`config.mk`:
```
export PLATFORM = sky130hd
export DESIGN_NAME = cpu_step_controller
export DESIGN_NICKNAME = d
export VERILOG_FILES = /design/src/rtl/cpu_step_controller.sv
export SDC_FILE = /design/constraint.sdc
export NUM_CORES = 1
export LEC_CHECK = 0
export CAP_MARGIN = 20
export CORE_MARGIN = 3
export CORE_UTILIZATION = 30
export DETAILED_ROUTE_END_ITERATION = 16
export PLACE_DENSITY = 0.8
export SYNTH_ARGS = -nofsm -noshare
export SYNTH_HDL_FRONTEND = slang
export SYNTH_SLANG_ARGS = --single-unit
```
`constraint.sdc`:
```
create_clock -name clk -period 4.2 [get_ports clk]
set_input_delay 0.63 -clock clk [delete_from_list [all_inputs] [get_ports clk]]
set_output_delay 0.63 -clock clk [all_outputs]
set_load 0.01 [all_outputs]
```
`src/rtl/cpu_step_controller.sv`:
```
// Purpose: glitch-free CPU clock generator with cycle/instruction stepping, divided free-run and PC breakpoint.
// Latency: cpuClk rises on the clk edge that first samples a step edge (or the edge after IDLE sees an auto mode).
// Backpressure: none; step edges arriving during a pulse are dropped, and optional counters need CPU_STEP_COUNTERS_EN.
module cpu_step_controller #(
    parameter int unsigned HALF_PERIOD = 4,
    parameter logic [3:0]  FETCH_STATE = 4'd0
) (
    input  logic        clk,
    input  logic        rst,
    input  logic        stepBtn,
    input  logic [1:0]  mode,
    input  logic [31:0] breakAddr,
    input  logic [31:0] pcOut,
    input  logic [3:0]  state,
    output logic        cpuClk,
    output logic        running,
    output logic        halted,
    output logic [31:0] cycleCount,
    output logic [31:0] instrCount
);

    typedef enum logic [1:0] {
        S_IDLE = 2'd0,
        S_HIGH = 2'd1,
        S_LOW  = 2'd2,
        S_HALT = 2'd3
    } fsm_t;

    localparam int unsigned CW = (HALF_PERIOD > 1) ? $clog2(HALF_PERIOD) : 1;
    localparam logic [CW-1:0] PH_LAST = CW'(HALF_PERIOD - 1);

    fsm_t          fsm_q, fsm_d;
    logic [CW-1:0] phase_q, phase_d;
    logic [1:0]    run_mode_q, run_mode_d;
    logic          cpu_clk_q, cpu_clk_d;
    logic          running_q, running_d;
    logic          halted_q, halted_d;
    logic          skip_brk_q, skip_brk_d;
    logic          step_prev_q;

    logic          step_edge;
    logic          phase_last;
    logic          at_fetch;
    logic          go_idle;
    logic          go_halt;

    assign step_edge  = stepBtn & ~step_prev_q;
    assign phase_last = (phase_q == PH_LAST);
    assign at_fetch   = (state == FETCH_STATE);

    // Next-state and next-output logic; every cpuClk change is decided here and registered below.
    always_comb begin
        fsm_d      = fsm_q;
        phase_d    = phase_q;
        run_mode_d = run_mode_q;
        cpu_clk_d  = cpu_clk_q;
        running_d  = running_q;
        halted_d   = halted_q;
        skip_brk_d = skip_brk_q;
        go_idle    = 1'b0;
        go_halt    = 1'b0;

        case (fsm_q)
            S_IDLE: begin
                // Auto modes start at once; manual modes wait for a fresh press.
                if (mode[1] || step_edge) begin
                    fsm_d      = S_HIGH;
                    cpu_clk_d  = 1'b1;
                    running_d  = 1'b1;
                    phase_d    = '0;
                    run_mode_d = mode;
                    skip_brk_d = 1'b0;
                end
            end

            S_HIGH: begin
                if (phase_last) begin
                    fsm_d     = S_LOW;
                    cpu_clk_d = 1'b0;
                    phase_d   = '0;
                end else begin
                    phase_d = phase_q + 1'b1;
                end
            end

            S_LOW: begin
                if (phase_last) begin
                    phase_d = '0;
                    case (run_mode_q)
                        2'd0:    go_idle = 1'b1;
                        2'd1:    go_idle = at_fetch;
                        default: begin
                            // The cycle stepped out of HALT must not re-trigger on the same PC.
                            if (run_mode_q == 2'd3 && !skip_brk_q && pcOut == breakAddr) begin
                                go_halt = 1'b1;
                            end else begin
                                go_idle = !mode[1];
                            end
                        end
                    endcase

                    skip_brk_d = 1'b0;
                    if (go_halt) begin
                        fsm_d     = S_HALT;
                        running_d = 1'b0;
                        halted_d  = 1'b1;
                    end else if (go_idle) begin
                        fsm_d     = S_IDLE;
                        running_d = 1'b0;
                    end else begin
                        fsm_d     = S_HIGH;
                        cpu_clk_d = 1'b1;
                    end
                end else begin
                    phase_d = phase_q + 1'b1;
                end
            end

            S_HALT: begin
                // Leaving mode 3 takes priority over a simultaneous press.
                if (mode != 2'd3) begin
                    fsm_d    = S_IDLE;
                    halted_d = 1'b0;
                end else if (step_edge) begin
                    fsm_d      = S_HIGH;
                    cpu_clk_d  = 1'b1;
                    running_d  = 1'b1;
                    halted_d   = 1'b0;
                    phase_d    = '0;
                    skip_brk_d = 1'b1;
                end
            end

            default: begin
                fsm_d     = S_IDLE;
                cpu_clk_d = 1'b0;
                running_d = 1'b0;
                halted_d  = 1'b0;
                phase_d   = '0;
            end
        endcase
    end

    // FSM, phase counter and registered outputs; reset drops cpuClk immediately.
    always_ff @(posedge clk or negedge rst) begin
        if (!rst) begin
            fsm_q       <= S_IDLE;
            phase_q     <= '0;
            run_mode_q  <= 2'd0;
            cpu_clk_q   <= 1'b0;
            running_q   <= 1'b0;
            halted_q    <= 1'b0;
            skip_brk_q  <= 1'b0;
            step_prev_q <= 1'b0;
        end else begin
            fsm_q       <= fsm_d;
            phase_q     <= phase_d;
            run_mode_q  <= run_mode_d;
            cpu_clk_q   <= cpu_clk_d;
            running_q   <= running_d;
            halted_q    <= halted_d;
            skip_brk_q  <= skip_brk_d;
            step_prev_q <= stepBtn;
        end
    end

    assign cpuClk  = cpu_clk_q;
    assign running = running_q;
    assign halted  = halted_q;

`ifdef CPU_STEP_COUNTERS_EN
    logic [31:0] cycle_count_q, cycle_count_d;
    logic [31:0] instr_count_q, instr_count_d;
    logic        cyc_done;

    assign cyc_done = (fsm_q == S_LOW) && phase_last;

    // A cycle counts only when its LOW phase completes; partial cycles cut by reset are lost.
    always_comb begin
        cycle_count_d = cycle_count_q;
        instr_count_d = instr_count_q;
        if (cyc_done) begin
            cycle_count_d = cycle_count_q + 32'd1;
            if (at_fetch) begin
                instr_count_d = instr_count_q + 32'd1;
            end
        end
    end

    // Free-running wrap-around counters.
    always_ff @(posedge clk or negedge rst) begin
        if (!rst) begin
            cycle_count_q <= 32'd0;
            instr_count_q <= 32'd0;
        end else begin
            cycle_count_q <= cycle_count_d;
            instr_count_q <= instr_count_d;
        end
    end

    assign cycleCount = cycle_count_q;
    assign instrCount = instr_count_q;
`else
    assign cycleCount = 32'd0;
    assign instrCount = 32'd0;
`endif

endmodule

```
==> impl_metrics.tcl, run 1 <==
set metrics [dict create \
    slew_violations 0 \
    postSynth.asyncResetShare 1.00 \
    firstDrtPassIters 4 \
    timing.reg2reg.worst_path_depth 6 \
    fmaxAchievable_ghz 0.402 \
    irDropWorstVdd_mv 0.215 \
    worst_setup_path_start_kind "primary input" \
    post_synth_inst_count 182 \
    drv_cap 0 \
    worst-path-max-fanout 6 \
    flow.area_growth_from_synthesis_pct 41.1 \
    postLayoutSetupSlackWorst_ns 1.71 \
    status "completed" \
    fillerInstances 495 \
    io_buffer_count 75 \
    finalInstanceArea_um2 2170 \
    dieArea_um2 6020 \
    cts.clk_slew.worst_paths_ns 0.05 \
    pre_cts_slack_ns 1.44 \
    post_synthesis_mean_instance_area_um2 8.44 \
    via_per_inst 4.02 \
    synthesis.area_um2 1540 \
    cts_tree "yes" \
    synth-seq-cells 11 \
    crit_arrival_ns 2.63 \
    final_net_count 340 \
    p_leak_nw 0.961 \
    insertion_delay_of_the_later_clocked_pin_in_the_worst_skew_pair_ns 0.24 \
    critical_path_required_ns 4.35 \
    initial_utilization 0.317 \
    clock_skew_ns 0.000522 \
    power.density_nw_per_um2 331 \
    post_route_cells_drive_above_1_share 0.0270 \
    avgRoutedWirePerCell_um 12.5 \
    die_h_um 77.6 \
    antenna_found_initial 0 \
    min_path_cells 2 \
    route.vias.total 1312 \
    timing.slew.headroom 0.645 \
    synth_cell_types 37 \
    fp-row-count 25 \
    grt_start_max_net_pins 12 \
    core-area_um2 4850 \
    floorplan_die_width_um 77.6 \
    global_route_usage_over_all_layers 0.132 \
    total_wire_length_after_detailed_routing_um 4090 \
    clk_path_buf_depth 2 \
    synthMostInstantiatedCell "sky130_fd_sc_hd__buf_4" \
    placed_cell_area_um2 2120 \
    postCtsResizedCells 0 \
    htree_num_levels 1 \
    report.final.hold_viol_count 0 \
    antenna_cells 0 \
    leading_cell_types_by_total_area_after_synthesis "sky130_fd_sc_hd__buf_4, sky130_fd_sc_hd__dfrtp_1, sky130_fd_sc_hd__xor2_1" \
    post-synth-top-area-fraction 0.313 \
    ys.flop_type "sky130_fd_sc_hd__dfrtp_1" \
    cts.hold.buffers_added 0 \
    setup.worst_path.end_class "flip-flop" \
    route.detailed.drc 0 \
    finalCritPeriodShare 0.592 \
    setup_tns_ns 0 \
    setup_viol 0 \
    count_of_flip_flops_with_a_built_in_enable_after_synthesis 0 \
    numCtsBuffers 3 \
    postCtsSetupRepairBufs 0 \
    worst_pin_slew_ns 0.527 \
    cts.root.buffer_cell "sky130_fd_sc_hd__clkbuf_8" \
    postLayoutCoreUtil 0.447 \
    ys_seq_area_frac 0.179 \
    yosysWarnings 0 \
    wire_length_of_the_first_global_routing_pass_um 6250 \
    post-dp-hpwl_um 3600 \
    clock_sink_count 11 \
    overflow 0 \
    grt_pass1_vias 1263 \
    synth_top_area_cell "sky130_fd_sc_hd__buf_4" \
    critPathKind "in -> reg" \
    post_synth_most_frequent_cells "sky130_fd_sc_hd__buf_4, sky130_fd_sc_hd__xor2_1, sky130_fd_sc_hd__dfrtp_1" \
    ant_nets 0 \
    period_needed_ns 2.49 \
    drt_iter0_markers 21 \
    rsz0062_at_grt "false" \
    hold_path_class "reg -> reg" \
    final_weighted_congestion_in_routability_driven_placement 0.822 \
    floorplan.io_pins 140 \
]
==> cell type report <==
class                   instances  area [um2]  area share
well taps                      67        83.8      0.0387
clock buffers                   4        45.0      0.0208
repair buffers                 75         751       0.346
flip-flops and latches         11         275       0.127
inverters                       4        15.0     0.00692
multi-input cells             165         998       0.460
==> routing by layer <==
layer | wire length [um] | part of all wire | vias to the layer above | global-route usage
met5 | 0 | 0 | - | 0
met4 | 64 | 0.016 | 0 | 0.0374
met3 | 406 | 0.099 | 9 | 0.0452
met2 | 2190 | 0.54 | 80 | 0.250
met1 | 1430 | 0.35 | 583 | 0.136
li1 | - | - | 640 | -
==> flip-flops by register name, indices dropped and copies added (netlist names) <==
| register | count |
|---|---|
| halted | 1 |
| step_prev_q | 1 |
| fsm_q | 2 |
| phase_q | 2 |
| running | 1 |
| skip_brk_q | 1 |
| run_mode_q | 2 |
| cpuClk | 1 |
==> worst max-delay path, stage by stage <==
cell and delay [ns]:
sky130_fd_sc_hd__clkdlybuf4s50_1 0.47, sky130_fd_sc_hd__xnor2_1 0.13, sky130_fd_sc_hd__nand4_1 0.12, sky130_fd_sc_hd__or4_4 0.53
sky130_fd_sc_hd__nor4_4 0.33, sky130_fd_sc_hd__o21ai_0 0.14, sky130_fd_sc_hd__a41oi_1 0.27
==> where the power goes <==
group	switching (mW)	total (mW)	leakage, nW	internal, mW
clock	0.0431	0.110	0.0228	0.0669
combinational	0.221	0.424	0.810	0.203
sequential	0.0365	0.183	0.129	0.147
total	0.300	0.717	0.961	0.417
==> path summary, 6_finish.rpt <==
check                                start          to  slack (ns)
worst min-delay path            skip_brk_q  skip_brk_q        0.51
worst max-delay path             pcOut[11]    fsm_q[0]        1.71
worst min register to register  skip_brk_q  skip_brk_q        0.51
max in group asynchronous              rst  skip_brk_q        3.11
min in group asynchronous              rst  phase_q[1]        0.74
worst max register to register    fsm_q[0]      cpuClk        2.10
==> cells in the final DEF, fill, tap and decap left out, types with 2 or more instances in the layout <==
cell type,count
sky130_fd_sc_hd__clkdlybuf4s50_1,75
sky130_fd_sc_hd__conb_1,64
sky130_fd_sc_hd__xor2_1,25
sky130_fd_sc_hd__dfrtp_1,11
sky130_fd_sc_hd__nand2_1,10
sky130_fd_sc_hd__o21ai_0,8
sky130_fd_sc_hd__xnor2_1,7
sky130_fd_sc_hd__ha_1,7
sky130_fd_sc_hd__nor4_1,6
sky130_fd_sc_hd__inv_1,4
sky130_fd_sc_hd__a21oi_1,3
sky130_fd_sc_hd__nand3_1,3
sky130_fd_sc_hd__nor2b_1,3
sky130_fd_sc_hd__nor2_1,3
sky130_fd_sc_hd__clkbuf_8,3
sky130_fd_sc_hd__nand2b_1,2
sky130_fd_sc_hd__nand4_1,2
sky130_fd_sc_hd__nor3_1,2
sky130_fd_sc_hd__nand3b_1,2
==> stage by stage <==
stage,total power [mW],hold WS (ns),instances
after floorplan,0.488,0.334,245
after global placement,0.585,0.473,322
after detailed placement,0.604,0.500,322
after CTS,0.723,0.511,326
after global routing,0.786,0.559,326
final,0.717,0.508,326
==> kinds of logic (layout without fill, tap and decap cells) <==
kind of cell	after synthesis	count (layout)	share of synthesized area
buffers and inverters	69	83	0.325
and+or+nand+nor	37	37	0.143
xor gates and xnor gates	32	32	0.182
AOI/OAI and AO/OA	24	24	0.103
DFF	11	11	0.179
adders and majority gates	7	7	0.0570
other	1	64	0.00244
muxes	1	1	0.00733
Power figures use the tool's default switching activity.
==> run 2, diff against run 1 <==
==> constraint.sdc (replaced) <==
create_clock -name clk -period 2.3 [get_ports clk]
set_input_delay 0.345 -clock clk [delete_from_list [all_inputs] [get_ports clk]]
set_output_delay 0.345 -clock clk [all_outputs]
set_load 0.01 [all_outputs]
==> impl_metrics.tcl, run 2 (synthesized netlist as in run 1, its figures left out) <==
set metrics [dict create \
    cpLargestDelayFamily "simple AND/OR/NAND/NOR gates" \
    crit_arrival_ns 2.25 \
    slew_violations 0 \
    rrSetupSlack_ns 0.31 \
    p_leak_nw 0.976 \
    critPathKind "in -> reg" \
    drv_cap 0 \
    placed_cell_area_um2 2150 \
    antenna_found_initial 0 \
    post_route_cells_drive_above_1_share 0.0382 \
    worst-path-max-fanout 4 \
    avgRoutedWirePerCell_um 12.3 \
    clock_sink_count 11 \
    cts_tree "yes" \
    postLayoutSetupSlackWorst_ns 0.211 \
    pre_cts_slack_ns -0.120 \
    worst_r2r_startpoint "fsm_q[0]" \
    timing.slew.headroom 0.645 \
    dieArea_um2 6020 \
    period_needed_ns 2.09 \
    cts.root.buffer_cell "sky130_fd_sc_hd__clkbuf_8" \
    setup_viol 0 \
    cts.clk_slew.worst_paths_ns 0.05 \
    overflow 0 \
    worst_setup_path_start_kind "primary input" \
    floorplan.io_pins 140 \
    ant_nets 0 \
    multi_input_comb_area_um2 998 \
    firstDrtPassIters 4 \
    path_cells "clkdlybuf4s50_1 -> xnor2_1 -> nand4_1 -> or4_4 -> nor4_4 -> buf_4 -> nand2_1 -> o211ai_1" \
    critical_path_depth 8 \
    die_h_um 77.6 \
    grt_pass1_vias 1241 \
    core-area_um2 4850 \
    route.detailed.drc 0 \
    via_per_inst 4.08 \
    wire_length_of_the_first_global_routing_pass_um 6150 \
    mostFrequentLayoutCell "sky130_fd_sc_hd__clkdlybuf4s50_1" \
    critical_path_required_ns 2.46 \
    postCtsResizedCells 0 \
    setup.worst_path.end_class "flip-flop" \
    final.hold.worst_slack_ns 0.447 \
    hold_path_class "in -> async" \
    report.final.hold_viol_count 0 \
    cts.hold.buffers_added 0 \
    total_wire_length_after_detailed_routing_um 4050 \
    initial_utilization 0.317 \
    drt_iter0_markers 27 \
    rsz0062_at_grt "false" \
    final_weighted_congestion_in_routability_driven_placement 0.821 \
    io_buffer_count 75 \
    seqCellArea_um2 275 \
    antenna_cells 0 \
    finalInstanceArea_um2 2190 \
    critPathSlowestCell "sky130_fd_sc_hd__or4_4" \
    grt_start_max_net_pins 12 \
    critical_path.max_stage_delay_ns 0.53 \
    post-dp-hpwl_um 3640 \
    clk_path_buf_depth 2 \
    finalCritPeriodShare 0.908 \
    fillerInstances 485 \
    numCtsBuffers 3 \
    final_net_count 343 \
    timing.rr.end "cpuClk" \
    irDropWorstVdd_mv 0.295 \
    postLayoutCoreUtil 0.452 \
    htree_num_levels 1 \
    worst_pin_slew_ns 0.530 \
    flow.area_growth_from_synthesis_pct 42.6 \
    number_of_buffers_and_inverters_on_the_critical_path 2 \
    timing.reg2reg.worst_path_depth 6 \
    route.vias.total 1341 \
    power.density_nw_per_um2 602 \
    fmaxAchievable_ghz 0.479 \
    postCtsSetupRepairBufs 0 \
    worst_setup_path_startpoint "breakAddr[28]" \
    clock_skew_ns 0.000525 \
    power_mw 1.32 \
    floorplan_die_width_um 77.6 \
    fp-row-count 25 \
    worst_setup_ep "halted" \
    insertion_delay_of_the_later_clocked_pin_in_the_worst_skew_pair_ns 0.25 \
    reg.largest.list "fsm_q (2), phase_q (2), run_mode_q (2)" \
    global_route_usage_over_all_layers 0.129 \
    mostFrequentLayoutCells "sky130_fd_sc_hd__clkdlybuf4s50_1, sky130_fd_sc_hd__conb_1, sky130_fd_sc_hd__xor2_1" \
    status "completed" \
]
## run 2: cell count changes in the layout (fill, tap and decap cells not counted)
cell                    before  now
sky130_fd_sc_hd__buf_4       0    3
## run 2: worst min path at each step
| stage | start | slack [ns] | to |
|---|---|---|---|
| after global routing | rst | 0.50 | phase_q[0] |
| after detailed placement | phase_q[1] | 0.49 | phase_q[1] |
| after floorplan | rst | 0.05 | cpuClk |
| after CTS | rst | 0.47 | phase_q[0] |
| after global placement | phase_q[1] | 0.47 | phase_q[1] |
| final | rst | 0.45 | phase_q[0] |
## run 2: through the flow
stage / std cells / setup TNS (ns)
after floorplan: 245 / 0
after detailed placement: 325 / -0.468
after global routing: 329 / 0
after CTS: 329 / 0
final: 329 / 0
after global placement: 325 / -0.431
## run 2: final cells by class
type                       count  share of cell area
timing repair buffer          78               0.353
inverter                       4             0.00685
multi-input combinational    165               0.456
tap                           67              0.0383
clock buffer                   4              0.0206
sequential                    11               0.126
## run 2: routing by layer
metal / global-route usage / share of wire
met2: 0.249 / 0.54
met1: 0.132 / 0.35
met3: 0.0336 / 0.089
met5: 0 / 0
met4: 0.0480 / 0.022
## run 2: worst register-to-register path, stage by stage (launching register included)
cell                       delay [ns]
sky130_fd_sc_hd__dfrtp_1         0.44
sky130_fd_sc_hd__inv_1           0.12
sky130_fd_sc_hd__ha_1            0.33
sky130_fd_sc_hd__nand2b_1        0.15
sky130_fd_sc_hd__o21ai_0         0.13
sky130_fd_sc_hd__or4_2           0.66
sky130_fd_sc_hd__nand3_1         0.10
## run 2: report_power, final
| group | internal (mW) | total, mW | switching (mW) |
|---|---|---|---|
| registers | 0.268 | 0.335 | 0.0671 |
| clock network | 0.123 | 0.204 | 0.0818 |
| logic | 0.388 | 0.780 | 0.392 |
| total | 0.779 | 1.32 | 0.541 |
==> run 3, diff against run 2 <==
--- a/config.mk
+++ b/config.mk
@@ -9,7 +9,9 @@
 export CORE_MARGIN = 3
 export CORE_UTILIZATION = 30
 export DETAILED_ROUTE_END_ITERATION = 16
-export PLACE_DENSITY = 0.8
+export DONT_BUFFER_PORTS = 1
+export PLACE_DENSITY = 0.45
+export SKIP_CTS_REPAIR_TIMING = 1
 export SYNTH_ARGS = -nofsm -noshare
 export SYNTH_HDL_FRONTEND = slang
 export SYNTH_SLANG_ARGS = --single-unit
==> impl_metrics.tcl, run 3 (synthesized netlist as in run 1, its figures left out) <==
set metrics [dict create \
    floorplan_die_width_um 77.6 \
    report.final.hold_viol_count 0 \
    grt_start_max_net_pins 12 \
    clock_sink_count 11 \
    global_route_usage_over_all_layers 0.0952 \
    clk_path_buf_depth 2 \
    antenna_found_initial 0 \
    setup_viol 0 \
    slew_violations 0 \
    cts_tree "yes" \
    critPathKind "reg -> reg" \
    worst_setup_ep "cpuClk" \
    drt_iter0_markers 8 \
    crit_arrival_ns 2.19 \
    critical_path_required_ns 2.47 \
    finalCritPeriodShare 0.875 \
    total_wire_length_after_detailed_routing_um 3160 \
    p_leak_nw 0.677 \
    post_route_cells_drive_above_1_share 0.0430 \
    hold_path_class "in -> reg" \
    worst_setup_path_startpoint "fsm_q[0]" \
    drv_cap 0 \
    setup.worst_path.end_class "flip-flop" \
    hp-start "stepBtn" \
    worst_r2r_startpoint "fsm_q[0]" \
    final_net_count 267 \
    overflow 0 \
    timing.reg2reg.worst_path_depth 6 \
    rsz0062_at_grt "false" \
    reg.largest.list "fsm_q (2), phase_q (2), run_mode_q (2)" \
    die_h_um 77.6 \
    firstDrtPassIters 4 \
    antenna_cells 0 \
    final_weighted_congestion_in_routability_driven_placement 0.805 \
    mostFrequentLayoutCell "sky130_fd_sc_hd__conb_1" \
    dieArea_um2 6020 \
    ant_nets 0 \
    power.density_nw_per_um2 793 \
    flow.area_growth_from_synthesis_pct -6.60 \
    avgRoutedWirePerCell_um 12.5 \
    insertion_delay_of_the_later_clocked_pin_in_the_worst_skew_pair_ns 0.24 \
    rrSetupSlack_ns 0.29 \
    floorplan.io_pins 140 \
    io_buffer_count 0 \
    finalInstanceArea_um2 1440 \
    status "completed" \
    core-area_um2 4850 \
    irDropWorstVdd_mv 0.422 \
    placed_cell_area_um2 1380 \
    wire_length_of_the_first_global_routing_pass_um 4570 \
    mostFrequentLayoutCells "sky130_fd_sc_hd__conb_1, sky130_fd_sc_hd__xor2_1, sky130_fd_sc_hd__dfrtp_1" \
    period_needed_ns 2.01 \
    cts.root.buffer_cell "sky130_fd_sc_hd__clkbuf_8" \
    route.detailed.drc 0 \
    power_mw 1.14 \
    timing.slew.headroom 0.662 \
    initial_utilization 0.317 \
    htree_num_levels 1 \
    worst_pin_slew_ns 0.504 \
    fp-row-count 25 \
    worst_setup_path_start_kind "flip-flop" \
    clock_skew_ns 0.00252 \
    via_per_inst 4.00 \
    post-dp-hpwl_um 2890 \
    setup_tns_ns 0 \
    fmaxAchievable_ghz 0.497 \
    grt_pass1_vias 913 \
    cts.clk_slew.worst_paths_ns 0.05 \
    route.vias.total 1013 \
    numCtsBuffers 3 \
    timing.rr.end "cpuClk" \
    worst-path-max-fanout 6 \
]
## run 3: changes by cell type in the layout (fill, tap and decap cells not counted)
| cell | before | now |
|---|---|---|
| sky130_fd_sc_hd__clkdlybuf4s50_1 | 75 | 0 |
| sky130_fd_sc_hd__buf_4 | 3 | 1 |
| sky130_fd_sc_hd__dlygate4sd3_1 | 0 | 1 |
## run 3: worst min-delay path by stage
stage | end | slack (ns) | cells past startpoint
finish | step_prev_q | 0.13 | 0
global route | step_prev_q | 0.12 | 0
CTS | fsm_q[1] | -0.21 | 0
detailed placement | phase_q[0] | 0.05 | 0
global placement | phase_q[0] | 0.05 | 0
floorplan | cpuClk | 0.05 | 0
## run 3: cell type report
type	instances	area (um2)
Multi-Input combinational cell	165	998
Tap cell	67	83.8
Sequential cell	11	275
Inverter	4	15.0
Clock buffer	4	45.0
Fill cell	528	3410
Timing Repair Buffer	2	17.5
## run 3: worst max-delay path: stages (launching register included)
cell                      delay [ns]
sky130_fd_sc_hd__dfrtp_1        0.43
sky130_fd_sc_hd__inv_1          0.11
sky130_fd_sc_hd__ha_1           0.27
sky130_fd_sc_hd__a21oi_1        0.18
sky130_fd_sc_hd__o21ai_0        0.18
sky130_fd_sc_hd__or4_2          0.68
sky130_fd_sc_hd__nand3_1        0.10
## run 3: power by group
group / switching, mW / internal, mW / total [mW]
combinational: 0.346 / 0.253 / 0.600
sequential: 0.0755 / 0.268 / 0.344
clock: 0.0735 / 0.122 / 0.195
total: 0.495 / 0.643 / 1.14
## run 3: routing by layer
| metal | wire length [um] | share of wire | global-route usage | vias to the layer above |
|---|---|---|---|---|
| met2 | 1700 | 0.54 | 0.177 | 70 |
| met3 | 324 | 0.10 | 0.0302 | 2 |
| met4 | 21 | 0.0066 | 0.0214 | 0 |
| met5 | 0 | 0 | 0 | - |
| li1 | - | - | - | 493 |
| met1 | 1120 | 0.35 | 0.105 | 448 |
## run 3: per-stage QoR
step	hold slack [ns]	std cells	util	worst slack, ns
after floorplan	0.0494	245	-	0.393
after global placement	0.0499	248	0.285	0.203
after detailed placement	0.0498	248	0.285	0.230
after CTS	-0.207	252	0.294	0.288
after global routing	0.121	253	0.296	0.112
final	0.134	253	0.296	0.287
